<file path="config.mk">
export PLATFORM = sky130hd
export DESIGN_NAME = vector_add_engine_flat
export DESIGN_NICKNAME = d
export VERILOG_FILES = /design/src/rtl/vector_add_engine_if.sv /design/src/rtl/vector_add_engine.sv /design/src/flat_wrapper.sv
export SDC_FILE = /design/constraint.sdc
export NUM_CORES = 2
export LEC_CHECK = 0
export BUFFER_PORTS_ARGS = -buffer_cell sky130_fd_sc_hd__buf_2
export CAP_MARGIN = 5
export CORE_MARGIN = 2
export CORE_UTILIZATION = 25
export DETAILED_ROUTE_END_ITERATION = 8
export HOLD_SLACK_MARGIN = 0.05
export PLACE_DENSITY_LB_ADDON = 0.1
export SYNTH_ARGS = -nofsm -noshare
export SYNTH_HDL_FRONTEND = slang
export SYNTH_SLANG_ARGS = --single-unit
</file>
<file path="constraint.sdc">
create_clock -name clock -period 8.6 [get_ports clock]
set_input_delay 1.72 -clock clock [delete_from_list [all_inputs] [get_ports clock]]
set_output_delay 1.72 -clock clock [all_outputs]
set_load 0.02 [all_outputs]
</file>
<file path="src/rtl/vector_add_engine_if.sv">
// AXI3-style gmem bus between the vector-add engine (master) and memory (slave).
interface vector_add_engine_if #(
    parameter int ADDR_W = 33,
    parameter int DATA_W = 256,
    parameter int LEN_W  = 4
);
    // Read address channel
    logic              arvalid;
    logic              arready;
    logic [ADDR_W-1:0] araddr;
    logic [1:0]        arburst;
    logic [3:0]        arcache;
    logic [LEN_W-1:0]  arlen;
    logic [1:0]        arlock;
    logic [2:0]        arprot;
    logic [3:0]        arqos;
    logic [3:0]        arregion;
    logic [2:0]        arsize;
    // Read data channel
    logic              rvalid;
    logic              rready;
    logic [DATA_W-1:0] rdata;
    logic              rlast;
    logic [1:0]        rresp;
    // Write address channel
    logic              awvalid;
    logic              awready;
    logic [ADDR_W-1:0] awaddr;
    logic [1:0]        awburst;
    logic [3:0]        awcache;
    logic [LEN_W-1:0]  awlen;
    logic [1:0]        awlock;
    logic [2:0]        awprot;
    logic [3:0]        awqos;
    logic [3:0]        awregion;
    logic [2:0]        awsize;
    // Write data channel
    logic                wvalid;
    logic                wready;
    logic [DATA_W-1:0]   wdata;
    logic                wlast;
    logic [DATA_W/8-1:0] wstrb;
    // Write response channel
    logic              bvalid;
    logic              bready;
    logic [1:0]        bresp;

    modport master (
        output arvalid, araddr, arburst, arcache, arlen, arlock, arprot, arqos, arregion, arsize,
        input  arready,
        input  rvalid, rdata, rlast, rresp,
        output rready,
        output awvalid, awaddr, awburst, awcache, awlen, awlock, awprot, awqos, awregion, awsize,
        input  awready,
        output wvalid, wdata, wlast, wstrb,
        input  wready,
        input  bvalid, bresp,
        output bready
    );

    modport slave (
        input  arvalid, araddr, arburst, arcache, arlen, arlock, arprot, arqos, arregion, arsize,
        output arready,
        output rvalid, rdata, rlast, rresp,
        input  rready,
        input  awvalid, awaddr, awburst, awcache, awlen, awlock, awprot, awqos, awregion, awsize,
        output awready,
        input  wvalid, wdata, wlast, wstrb,
        output wready,
        output bvalid, bresp,
        input  bready
    );
endinterface

</file>
<file path="src/rtl/vector_add_engine.sv">
// Single-shot vector-add engine: fetch ARG, then A and B, write RES = A + B + ARG
// per 32-bit lane, and report the lane sum on io_ap_return.
module vector_add_engine #(
    parameter int ADDR_W = 33,
    parameter int DATA_W = 256,
    parameter int LEN_W  = 4
) (
    input  logic                clock,
    input  logic                reset,
    input  logic                io_start,
    output logic                io_done,
    input  logic [63:0]         io_pargs,
    input  logic [63:0]         io_pdata,
    input  logic [63:0]         io_pres,
    input  logic [31:0]         io_args_len,
    input  logic [31:0]         io_data_len,
    output logic [31:0]         io_ap_return,
    vector_add_engine_if.master m_axi_gmem
);
    localparam int LANES = DATA_W / 32;

    typedef enum logic [2:0] {
        S_IDLE, S_AR_ARG, S_R_ARG, S_AR_DAT, S_R_A, S_R_B, S_WR, S_DONE
    } state_t;

    state_t            state_q, state_d;
    logic              arvalid_q, arvalid_d;
    logic [ADDR_W-1:0] araddr_q, araddr_d;
    logic [LEN_W-1:0]  arlen_q, arlen_d;
    logic              rready_q, rready_d;
    logic              arg_got_q, arg_got_d;
    logic [DATA_W-1:0] arg_q, arg_d;
    logic [DATA_W-1:0] a_q, a_d;
    logic [DATA_W-1:0] res_q, res_d;
    logic [31:0]       sum_q, sum_d;
    logic              awvalid_q, awvalid_d;
    logic [ADDR_W-1:0] awaddr_q, awaddr_d;
    logic              aw_done_q, aw_done_d;
    logic              wvalid_q, wvalid_d;
    logic              w_done_q, w_done_d;
    logic              done_q, done_d;
    logic [31:0]       ap_return_q, ap_return_d;

    logic ar_hs, r_hs, aw_hs, w_hs;
    assign ar_hs = arvalid_q & m_axi_gmem.arready;
    assign r_hs  = rready_q  & m_axi_gmem.rvalid;
    assign aw_hs = awvalid_q & m_axi_gmem.awready;
    assign w_hs  = wvalid_q  & m_axi_gmem.wready;

    // Next-state and next-output logic for the whole transaction sequence.
    always_comb begin
        // NOTE: every signal gets a default before the case so no path leaves it unassigned (no latches).
        state_d     = state_q;
        arvalid_d   = arvalid_q;
        araddr_d    = araddr_q;
        arlen_d     = arlen_q;
        arg_got_d   = arg_got_q;
        arg_d       = arg_q;
        a_d         = a_q;
        res_d       = res_q;
        sum_d       = sum_q;
        awvalid_d   = awvalid_q;
        awaddr_d    = awaddr_q;
        aw_done_d   = aw_done_q;
        wvalid_d    = wvalid_q;
        w_done_d    = w_done_q;
        done_d      = 1'b0;
        ap_return_d = ap_return_q;

        case (state_q)
            S_IDLE: begin
                if (io_start) state_d = S_AR_ARG;
            end
            S_AR_ARG: begin
                if (ar_hs) begin
                    arvalid_d = 1'b0;
                    state_d   = S_R_ARG;
                end else if (!arvalid_q) begin
                    arvalid_d = 1'b1;
                    araddr_d  = io_pargs[ADDR_W-1:0];
                    arlen_d   = '0;
                end
            end
            S_R_ARG: begin
                // Keep only the first beat; anything after it is drained up to RLAST.
                if (r_hs) begin
                    if (!arg_got_q) begin
                        arg_d     = m_axi_gmem.rdata;
                        arg_got_d = 1'b1;
                    end
                    if (m_axi_gmem.rlast) begin
                        arg_got_d = 1'b0;
                        state_d   = S_AR_DAT;
                    end
                end
            end
            S_AR_DAT: begin
                if (ar_hs) begin
                    arvalid_d = 1'b0;
                    state_d   = S_R_A;
                end else if (!arvalid_q) begin
                    arvalid_d = 1'b1;
                    araddr_d  = io_pdata[ADDR_W-1:0];
                    arlen_d   = LEN_W'(1);
                end
            end
            S_R_A: begin
                if (r_hs) begin
                    a_d     = m_axi_gmem.rdata;
                    state_d = S_R_B;
                end
            end
            S_R_B: begin
                // B is consumed straight off the bus; lanes wrap independently.
                if (r_hs) begin
                    sum_d = '0;
                    for (int i = 0; i < LANES; i++) begin
                        res_d[32*i +: 32] = a_q[32*i +: 32] + m_axi_gmem.rdata[32*i +: 32]
                                          + arg_q[32*i +: 32];
                        sum_d = sum_d + res_d[32*i +: 32];
                    end
                    state_d = S_WR;
                end
            end
            S_WR: begin
                // AW and W retire independently; the posted write does not wait for B.
                if (!aw_done_q) begin
                    if (aw_hs) begin
                        awvalid_d = 1'b0;
                        aw_done_d = 1'b1;
                    end else if (!awvalid_q) begin
                        awvalid_d = 1'b1;
                        awaddr_d  = io_pres[ADDR_W-1:0];
                    end
                end
                if (!w_done_q) begin
                    if (w_hs) begin
                        wvalid_d = 1'b0;
                        w_done_d = 1'b1;
                    end else begin
                        wvalid_d = 1'b1;
                    end
                end
                if (aw_done_d && w_done_d) begin
                    aw_done_d   = 1'b0;
                    w_done_d    = 1'b0;
                    done_d      = 1'b1;
                    ap_return_d = sum_q;
                    state_d     = S_DONE;
                end
            end
            S_DONE: begin
                state_d = S_IDLE;
            end
            default: state_d = S_IDLE;
        endcase

        rready_d = (state_d == S_R_ARG) || (state_d == S_R_A) || (state_d == S_R_B);
    end

    // State and registered outputs; reset aborts any run in flight.
    always_ff @(posedge clock or negedge reset) begin
        if (!reset) begin
            state_q     <= S_IDLE;
            arvalid_q   <= 1'b0;
            araddr_q    <= '0;
            arlen_q     <= '0;
            rready_q    <= 1'b0;
            arg_got_q   <= 1'b0;
            arg_q       <= '0;
            a_q         <= '0;
            res_q       <= '0;
            sum_q       <= '0;
            awvalid_q   <= 1'b0;
            awaddr_q    <= '0;
            aw_done_q   <= 1'b0;
            wvalid_q    <= 1'b0;
            w_done_q    <= 1'b0;
            done_q      <= 1'b0;
            ap_return_q <= '0;
        end else begin
            // NOTE: non-blocking assignments so every flop samples pre-edge values.
            state_q     <= state_d;
            arvalid_q   <= arvalid_d;
            araddr_q    <= araddr_d;
            arlen_q     <= arlen_d;
            rready_q    <= rready_d;
            arg_got_q   <= arg_got_d;
            arg_q       <= arg_d;
            a_q         <= a_d;
            res_q       <= res_d;
            sum_q       <= sum_d;
            awvalid_q   <= awvalid_d;
            awaddr_q    <= awaddr_d;
            aw_done_q   <= aw_done_d;
            wvalid_q    <= wvalid_d;
            w_done_q    <= w_done_d;
            done_q      <= done_d;
            ap_return_q <= ap_return_d;
        end
    end

    assign m_axi_gmem.arvalid  = arvalid_q;
    assign m_axi_gmem.araddr   = araddr_q;
    assign m_axi_gmem.arlen    = arlen_q;
    assign m_axi_gmem.arburst  = 2'b01;
    assign m_axi_gmem.arsize   = 3'b101;
    assign m_axi_gmem.arcache  = 4'b0011;
    assign m_axi_gmem.arlock   = '0;
    assign m_axi_gmem.arprot   = '0;
    assign m_axi_gmem.arqos    = '0;
    assign m_axi_gmem.arregion = '0;
    assign m_axi_gmem.rready   = rready_q;

    assign m_axi_gmem.awvalid  = awvalid_q;
    assign m_axi_gmem.awaddr   = awaddr_q;
    assign m_axi_gmem.awlen    = '0;
    assign m_axi_gmem.awburst  = 2'b01;
    assign m_axi_gmem.awsize   = 3'b101;
    assign m_axi_gmem.awcache  = 4'b0011;
    assign m_axi_gmem.awlock   = '0;
    assign m_axi_gmem.awprot   = '0;
    assign m_axi_gmem.awqos    = '0;
    assign m_axi_gmem.awregion = '0;

    assign m_axi_gmem.wvalid   = wvalid_q;
    assign m_axi_gmem.wdata    = res_q;
    assign m_axi_gmem.wlast    = 1'b1;
    assign m_axi_gmem.wstrb    = '1;
    assign m_axi_gmem.bready   = 1'b1;

    assign io_done      = done_q;
    assign io_ap_return = ap_return_q;

    // Reserved lengths, upper pointer bits and response codes carry no meaning here.
    logic unused_inputs;
    assign unused_inputs = ^{io_args_len, io_data_len, io_pargs[63:ADDR_W], io_pdata[63:ADDR_W],
                             io_pres[63:ADDR_W], m_axi_gmem.rresp, m_axi_gmem.bvalid,
                             m_axi_gmem.bresp};
endmodule

</file>
<file path="src/flat_wrapper.sv">
// flat-port wrapper written by rule: the top's interface ports become plain ports
module vector_add_engine_flat 
#(
    parameter int ADDR_W = 33,
    parameter int DATA_W = 256,
    parameter int LEN_W  = 4
)
  (clock, reset, io_start, io_done, io_pargs, io_pdata, io_pres, io_args_len, io_data_len, io_ap_return, m_axi_gmem_arvalid, m_axi_gmem_araddr, m_axi_gmem_arburst, m_axi_gmem_arcache, m_axi_gmem_arlen, m_axi_gmem_arlock, m_axi_gmem_arprot, m_axi_gmem_arqos, m_axi_gmem_arregion, m_axi_gmem_arsize, m_axi_gmem_arready, m_axi_gmem_rvalid, m_axi_gmem_rdata, m_axi_gmem_rlast, m_axi_gmem_rresp, m_axi_gmem_rready, m_axi_gmem_awvalid, m_axi_gmem_awaddr, m_axi_gmem_awburst, m_axi_gmem_awcache, m_axi_gmem_awlen, m_axi_gmem_awlock, m_axi_gmem_awprot, m_axi_gmem_awqos, m_axi_gmem_awregion, m_axi_gmem_awsize, m_axi_gmem_awready, m_axi_gmem_wvalid, m_axi_gmem_wdata, m_axi_gmem_wlast, m_axi_gmem_wstrb, m_axi_gmem_wready, m_axi_gmem_bvalid, m_axi_gmem_bresp, m_axi_gmem_bready);
  vector_add_engine_if #(.ADDR_W(ADDR_W), .DATA_W(DATA_W), .LEN_W(LEN_W)) m_axi_gmem_i ();
  input  logic clock;
  input  logic reset;
  input  logic io_start;
  output logic io_done;
  input  logic [63:0] io_pargs;
  input  logic [63:0] io_pdata;
  input  logic [63:0] io_pres;
  input  logic [31:0] io_args_len;
  input  logic [31:0] io_data_len;
  output logic [31:0] io_ap_return;
  output wire logic [$bits(m_axi_gmem_i.arvalid)-1:0] m_axi_gmem_arvalid;
  output wire logic [$bits(m_axi_gmem_i.araddr)-1:0] m_axi_gmem_araddr;
  output wire logic [$bits(m_axi_gmem_i.arburst)-1:0] m_axi_gmem_arburst;
  output wire logic [$bits(m_axi_gmem_i.arcache)-1:0] m_axi_gmem_arcache;
  output wire logic [$bits(m_axi_gmem_i.arlen)-1:0] m_axi_gmem_arlen;
  output wire logic [$bits(m_axi_gmem_i.arlock)-1:0] m_axi_gmem_arlock;
  output wire logic [$bits(m_axi_gmem_i.arprot)-1:0] m_axi_gmem_arprot;
  output wire logic [$bits(m_axi_gmem_i.arqos)-1:0] m_axi_gmem_arqos;
  output wire logic [$bits(m_axi_gmem_i.arregion)-1:0] m_axi_gmem_arregion;
  output wire logic [$bits(m_axi_gmem_i.arsize)-1:0] m_axi_gmem_arsize;
  input wire logic [$bits(m_axi_gmem_i.arready)-1:0] m_axi_gmem_arready;
  input wire logic [$bits(m_axi_gmem_i.rvalid)-1:0] m_axi_gmem_rvalid;
  input wire logic [$bits(m_axi_gmem_i.rdata)-1:0] m_axi_gmem_rdata;
  input wire logic [$bits(m_axi_gmem_i.rlast)-1:0] m_axi_gmem_rlast;
  input wire logic [$bits(m_axi_gmem_i.rresp)-1:0] m_axi_gmem_rresp;
  output wire logic [$bits(m_axi_gmem_i.rready)-1:0] m_axi_gmem_rready;
  output wire logic [$bits(m_axi_gmem_i.awvalid)-1:0] m_axi_gmem_awvalid;
  output wire logic [$bits(m_axi_gmem_i.awaddr)-1:0] m_axi_gmem_awaddr;
  output wire logic [$bits(m_axi_gmem_i.awburst)-1:0] m_axi_gmem_awburst;
  output wire logic [$bits(m_axi_gmem_i.awcache)-1:0] m_axi_gmem_awcache;
  output wire logic [$bits(m_axi_gmem_i.awlen)-1:0] m_axi_gmem_awlen;
  output wire logic [$bits(m_axi_gmem_i.awlock)-1:0] m_axi_gmem_awlock;
  output wire logic [$bits(m_axi_gmem_i.awprot)-1:0] m_axi_gmem_awprot;
  output wire logic [$bits(m_axi_gmem_i.awqos)-1:0] m_axi_gmem_awqos;
  output wire logic [$bits(m_axi_gmem_i.awregion)-1:0] m_axi_gmem_awregion;
  output wire logic [$bits(m_axi_gmem_i.awsize)-1:0] m_axi_gmem_awsize;
  input wire logic [$bits(m_axi_gmem_i.awready)-1:0] m_axi_gmem_awready;
  output wire logic [$bits(m_axi_gmem_i.wvalid)-1:0] m_axi_gmem_wvalid;
  output wire logic [$bits(m_axi_gmem_i.wdata)-1:0] m_axi_gmem_wdata;
  output wire logic [$bits(m_axi_gmem_i.wlast)-1:0] m_axi_gmem_wlast;
  output wire logic [$bits(m_axi_gmem_i.wstrb)-1:0] m_axi_gmem_wstrb;
  input wire logic [$bits(m_axi_gmem_i.wready)-1:0] m_axi_gmem_wready;
  input wire logic [$bits(m_axi_gmem_i.bvalid)-1:0] m_axi_gmem_bvalid;
  input wire logic [$bits(m_axi_gmem_i.bresp)-1:0] m_axi_gmem_bresp;
  output wire logic [$bits(m_axi_gmem_i.bready)-1:0] m_axi_gmem_bready;
  assign m_axi_gmem_arvalid = m_axi_gmem_i.arvalid;
  assign m_axi_gmem_araddr = m_axi_gmem_i.araddr;
  assign m_axi_gmem_arburst = m_axi_gmem_i.arburst;
  assign m_axi_gmem_arcache = m_axi_gmem_i.arcache;
  assign m_axi_gmem_arlen = m_axi_gmem_i.arlen;
  assign m_axi_gmem_arlock = m_axi_gmem_i.arlock;
  assign m_axi_gmem_arprot = m_axi_gmem_i.arprot;
  assign m_axi_gmem_arqos = m_axi_gmem_i.arqos;
  assign m_axi_gmem_arregion = m_axi_gmem_i.arregion;
  assign m_axi_gmem_arsize = m_axi_gmem_i.arsize;
  assign m_axi_gmem_i.arready = m_axi_gmem_arready;
  assign m_axi_gmem_i.rvalid = m_axi_gmem_rvalid;
  assign m_axi_gmem_i.rdata = m_axi_gmem_rdata;
  assign m_axi_gmem_i.rlast = m_axi_gmem_rlast;
  assign m_axi_gmem_i.rresp = m_axi_gmem_rresp;
  assign m_axi_gmem_rready = m_axi_gmem_i.rready;
  assign m_axi_gmem_awvalid = m_axi_gmem_i.awvalid;
  assign m_axi_gmem_awaddr = m_axi_gmem_i.awaddr;
  assign m_axi_gmem_awburst = m_axi_gmem_i.awburst;
  assign m_axi_gmem_awcache = m_axi_gmem_i.awcache;
  assign m_axi_gmem_awlen = m_axi_gmem_i.awlen;
  assign m_axi_gmem_awlock = m_axi_gmem_i.awlock;
  assign m_axi_gmem_awprot = m_axi_gmem_i.awprot;
  assign m_axi_gmem_awqos = m_axi_gmem_i.awqos;
  assign m_axi_gmem_awregion = m_axi_gmem_i.awregion;
  assign m_axi_gmem_awsize = m_axi_gmem_i.awsize;
  assign m_axi_gmem_i.awready = m_axi_gmem_awready;
  assign m_axi_gmem_wvalid = m_axi_gmem_i.wvalid;
  assign m_axi_gmem_wdata = m_axi_gmem_i.wdata;
  assign m_axi_gmem_wlast = m_axi_gmem_i.wlast;
  assign m_axi_gmem_wstrb = m_axi_gmem_i.wstrb;
  assign m_axi_gmem_i.wready = m_axi_gmem_wready;
  assign m_axi_gmem_i.bvalid = m_axi_gmem_bvalid;
  assign m_axi_gmem_i.bresp = m_axi_gmem_bresp;
  assign m_axi_gmem_bready = m_axi_gmem_i.bready;
  vector_add_engine #(.ADDR_W(ADDR_W), .DATA_W(DATA_W), .LEN_W(LEN_W)) u_core (.clock(clock), .reset(reset), .io_start(io_start), .io_done(io_done), .io_pargs(io_pargs), .io_pdata(io_pdata), .io_pres(io_pres), .io_args_len(io_args_len), .io_data_len(io_data_len), .io_ap_return(io_ap_return), .m_axi_gmem(m_axi_gmem_i));
endmodule
</file>
Word level (Yosys, flattened, before mapping):

Index checks and enable logic that the tools add are counted.

* bits in registers: 913

* add/subtract/negate cells: 23
* equality and inequality tests: 14
* mux-type cells: 33
* bitwise logic cells: 9
* reductions and logical operators: 15

Operator list (number)
* $add A32 B32 Y32: 23
* $mux W33: 4
* $pmux W33 S2: 1
* $mux W3: 8
* $pmux W3 S8: 1
* $eq A3 B3 Y1 const B: 6
* $mux W4: 4
* $mux W1: 14
* $reduce_and A2 Y1: 6
* $eq A3 B2 Y1 const B: 3
* $ne A2 B2 Y1 const B: 4
* $pmux W4 S2: 1
* $not A1 Y1: 5
* $reduce_and A5 Y1: 1
* $and A1 B1 Y1: 4
* $reduce_and A4 Y1: 1
* $eq A3 B1 Y1 const B: 1
* $logic_not A3 Y1: 1
* $reduce_and A3 Y1: 1
* $logic_or A1 B1 Y1: 2
* $reduce_bool A2 Y1: 1
* $reduce_or A2 Y1: 1
* $logic_and A1 B1 Y1: 1

Depth between registers and ports, before layout:

* depth in word-level cells: 10
* depth in mapped cells: 35

Worst setup path before layout:

OpenSTA, ideal clock, no wires.

* path kind: input to register
* from: in m_axi_gmem_rdata[65]
* to: reg u_core.sum_q[31]
* setup time: 0.130 ns
* data arrival time: 8.996 ns
* required time: 8.470 ns
* slack: -0.526 ns
* cell stages on the path: 33
* buffers on the path: 0
* cell sequence: fa_1 -> ha_1 -> fa_1 -> a211oi_2 -> o21ai_1 -> a221o_1 -> a21o_1 -> a21o_1 -> a21o_1 -> a21o_1 -> a21o_1 -> a21oi_1 -> nor2b_1 -> nor2_1 -> xnor2_1 -> fa_1 -> fa_1 -> fa_1 -> inv_1 -> fa_1 -> inv_1 -> ha_1 -> a21o_1 -> a21oi_1 -> o21ai_0 -> a21oi_1 -> o21bai_1 -> a21oi_1 -> a21oi_1 -> nor4b_1 -> o41ai_1 -> xnor2_1 -> o21ai_1

* cells in the longest elaborated chain, start to end: 8

Ends and longest elaborated chain
* start: declaration: line flat_wrapper.sv:32 `input wire logic [$bits(m_axi_gmem_i.rdata)-1:0] m_axi_gmem_rdata;`
* $add A32 B32 Y32: line vector_add_engine.sv:118 `res_d[32*i +: 32] = a_q[32*i +: 32] + m_axi_gmem.rdata[32*i +: 32]`
* $add A32 B32 Y32: line vector_add_engine.sv:119 `+ arg_q[32*i +: 32];`
* $add A32 B32 Y32 (6 in a row): line vector_add_engine.sv:120 `sum_d = sum_d + res_d[32*i +: 32];`
* end signal: assignment: line vector_add_engine.sv:192 `sum_q <= sum_d;`
* end: declaration: line vector_add_engine.sv:35 `logic [31:0] sum_q, sum_d;`

Every way passes these cells.
A chain may end at the register's enable or synchronous reset.

Worst setup path in the final report:

Ends and elaborated chain as after synthesis.

==> results.py <==
metrics = {
    "worst_setup_path": {
        "worstPathMaxFanout": 3,
        "critPathCaptureType": "register",
        "cpLargestDelayFamily": "adder cells",
        "slowest_delay_ns": 0.57,
        "r2r_slack_ns": 0.69,
        "crit_type": "in -> reg",
        "worstPathRequired_ns": 9.27,
        "critPathLaunchType": "input pin",
        "cp_slowest_cell": "fa_1",
        "worstPathArrival_ns": 9.19,
        "crit_buf_inv": 4,
    },
    "layout": {
        "multiInputGateArea_sq_um": 32000,
        "fin_util": 0.326,
        "regArea_sq_um": 22800,
        "area_delta_synth_final_pct": 29.6,
        "fin_nets": 7484,
        "final_cells": 9336,
        "fillerInstances": 23000,
        "drive_gt1_frac": 0.364,
    },
    "grt": {
        "grt_use_total": 0.181,
        "overflow": 0,
        "grt_pass1_wl_mm": 300,
        "grt_pass1_vias": 42600,
        "antenna_found_initial": 96,
        "grt_max_degree": 153,
    },
    "synthesis": {
        "synth_area_per_cell_sq_um": 11.5,
        "synth_ff_type": "dfrtp_1",
        "synth.most_common_cell": "dfrtp_1",
        "yosysSeqAreaShare": 0.406,
        "ys_async_sr_fraction": 1.00,
        "syn-instance-count": 4874,
        "synth_area_sq_um": 56100,
        "synthDistinctLibCells": 80,
        "synth_edf_count": 0,
        "yosysTopAreaCell": "dfrtp_1",
        "synth_seq_cells": 910,
        "synthDominantCellAreaShare": 0.406,
        "yosys_warnings": 0,
        "synthTopCellsByArea": "dfrtp_1 (41%), fa_1 (16%), mux2_2 (12%)",
        "yosys-top-cells-count": "dfrtp_1 (910), nand2_1 (712), mux2_2 (602)",
    },
    "drt": {
        "detail_route.iter0.violations": 1863,
        "totalWireLength_mm": 208,
        "ant_nets": 0,
        "remaining_drc_errors": 0,
        "viasPerCell": 4.34,
        "firstDrtPassIters": 6,
        "vias": 40500,
        "wl_per_cell_um": 22.3,
    },
    "timing": {
        "grt_setup_unrepaired": "yes",
        "final_hold_viol_count": 0,
        "max_freq_mhz": 117,
        "fin_skew_ns": 0.0487,
        "fin_crit_ns": 8.52,
        "worstMarginPinSlew_ns": 0.976,
        "maxSlewHeadroom": 0.349,
        "setup_violations": 0,
        "post-route-period-util": 0.990,
        "fin_ws_ns": 0.0835,
        "slew_viol_final": 0,
    },
    "clock_network": {
        "cts_buffer_depth": 3,
        "cts.htree.levels": 3,
        "cts_tree": "yes",
        "clk_pin_slew_ns": 0.06,
        "root_buffer": "clkbuf_16",
        "cts_hold_buffers": 0,
        "clk_latency_ns": 0.81,
        "clock-sinks": 910,
        "numCtsBuffers": 118,
    },
    "floorplan": {
        "core_area_sq_um": 223000,
        "die_area_sq_um": 228000,
        "row_count": 173,
        "die-height_um": 478,
        "ios": 970,
        "initial_core_util": 0.252,
        "fp.dieW_um": 478,
    },
    "run": {
        "maxCapViolations": 0,
    },
    "place": {
        "portBuffers": 722,
        "dp_cells": 9095,
        "place_congestion": 0.837,
        "pre_cts_slack_ns": -1.13,
        "dp_hpwl_mm": 169,
    },
    "status": {
        "status": "finished clean",
    },
    "hold_path": {
        "hold_class": "reg -> reg",
    },
}
## layout by cell type (no fill, tap or decap), types with 34 or more instances in the layout
cell type	n
xnor2_1	182
a21oi_1	243
a21o_1	125
mux2_2	602
fa_1	428
conb_1	85
buf_2	720
nand2_1	712
ha_1	270
inv_1	255
o21bai_1	45
nand3_1	38
o21ai_0	163
nor2_1	150
mux2i_1	34
xor2_1	80
buf_4	645
clkbuf_16	119
dfrtp_1	910
## state kept, by name, indices dropped and copies added (netlist names)
register,flops
u_core.a_q,256
u_core.arg_got_q,1
u_core.arg_q,256
u_core.aw_done_q,1
u_core.io_ap_return,32
u_core.io_done,1
u_core.m_axi_gmem.araddr,33
u_core.m_axi_gmem.arlen,1
u_core.m_axi_gmem.arvalid,1
u_core.m_axi_gmem.awaddr,33
u_core.m_axi_gmem.awvalid,1
u_core.m_axi_gmem.rready,1
u_core.m_axi_gmem.wdata,256
u_core.m_axi_gmem.wvalid,1
u_core.state_q,3
u_core.sum_q,32
u_core.w_done_q,1
## layer usage
metal,wire [um],GRT usage,vias to the layer above
met4,7010,0.0572,90
met1,88500,0.227,20100
li1,-,-,19100
met2,99500,0.303,845
met3,12400,0.0487,335
met5,549,0,-
## cell type report
class / count / area share
Inverter: 257 / 0.0133
Sequential cell: 910 / 0.313
Tap cell: 2975 / 0.0512
Multi-Input combinational cell: 3565 / 0.440
Timing Repair Buffer: 1396 / 0.124
Antenna cell: 17 / 0.000585
Clock buffer: 167 / 0.0480
Clock inverter: 49 / 0.00955
## through the flow
step                area [sq um]  TNS [ns]  hold slack (ns)
floorplan                  56500         0            0.440
global placement           68100    -10.26            0.453
detailed placement         68100    -10.69            0.459
CTS                        72300         0            0.474
global route               72700    -0.596            0.494
finish                     72700         0            0.469
## worst paths after layout
path | startpoint | end | depth (start not counted)
min in group asynchronous | reset | u_core.m_axi_gmem.wdata[201]$_DFFE_PN0P_ | 1
hold reg to reg | u_core.m_axi_gmem.wdata[12]$_DFFE_PN0P_ | u_core.m_axi_gmem.wdata[12]$_DFFE_PN0P_ | 2
max in group asynchronous | reset | u_core.arg_q[188]$_DFFE_PN0P_ | 3
setup / recovery | m_axi_gmem_rdata[65] | u_core.sum_q[31]$_DFFE_PN0P_ | 34
hold / removal | u_core.m_axi_gmem.wdata[12]$_DFFE_PN0P_ | u_core.m_axi_gmem.wdata[12]$_DFFE_PN0P_ | 2
setup reg to reg | u_core.arg_q[65]$_DFFE_PN0P_ | u_core.sum_q[31]$_DFFE_PN0P_ | 33
## kinds of logic (layout without fill, tap and decap cells)
family                   count (synthesis)  count (layout)  share of synthesized area
AND/OR/NAND/NOR                       1072            1072                     0.0804
buffers and inverters                  482            1869                     0.0379
flip-flops                             910             910                      0.406
other                                    2             102                   0.000134
adder cells (fa/ha/maj)                711             711                      0.217
multiplexers                           636             636                      0.127
XOR/XNOR                               282             282                     0.0448
AO/OA/AOI/OAI                          779             779                     0.0868
## worst register-to-register path: cells and delay by family (launching register included)
kind / cells / cell delay, ns
compound gates: 16 / 2.90
buf+inv: 3 / 0.18
flops: 1 / 0.40
fa+ha+maj: 8 / 3.49
simple gates: 4 / 0.45
xor+xnor: 2 / 0.40
## what timing repair did
action / 4_1_cts / 5_1_grt
setup endpoints to repair: 4 / 12
gates resized for setup: 11 / 67
setup buffers: 1 / 8
pin swaps: 5 / 54
Power is not shown: default switching activity piles up to over one toggle a cycle in this logic, so the estimate is an artifact.
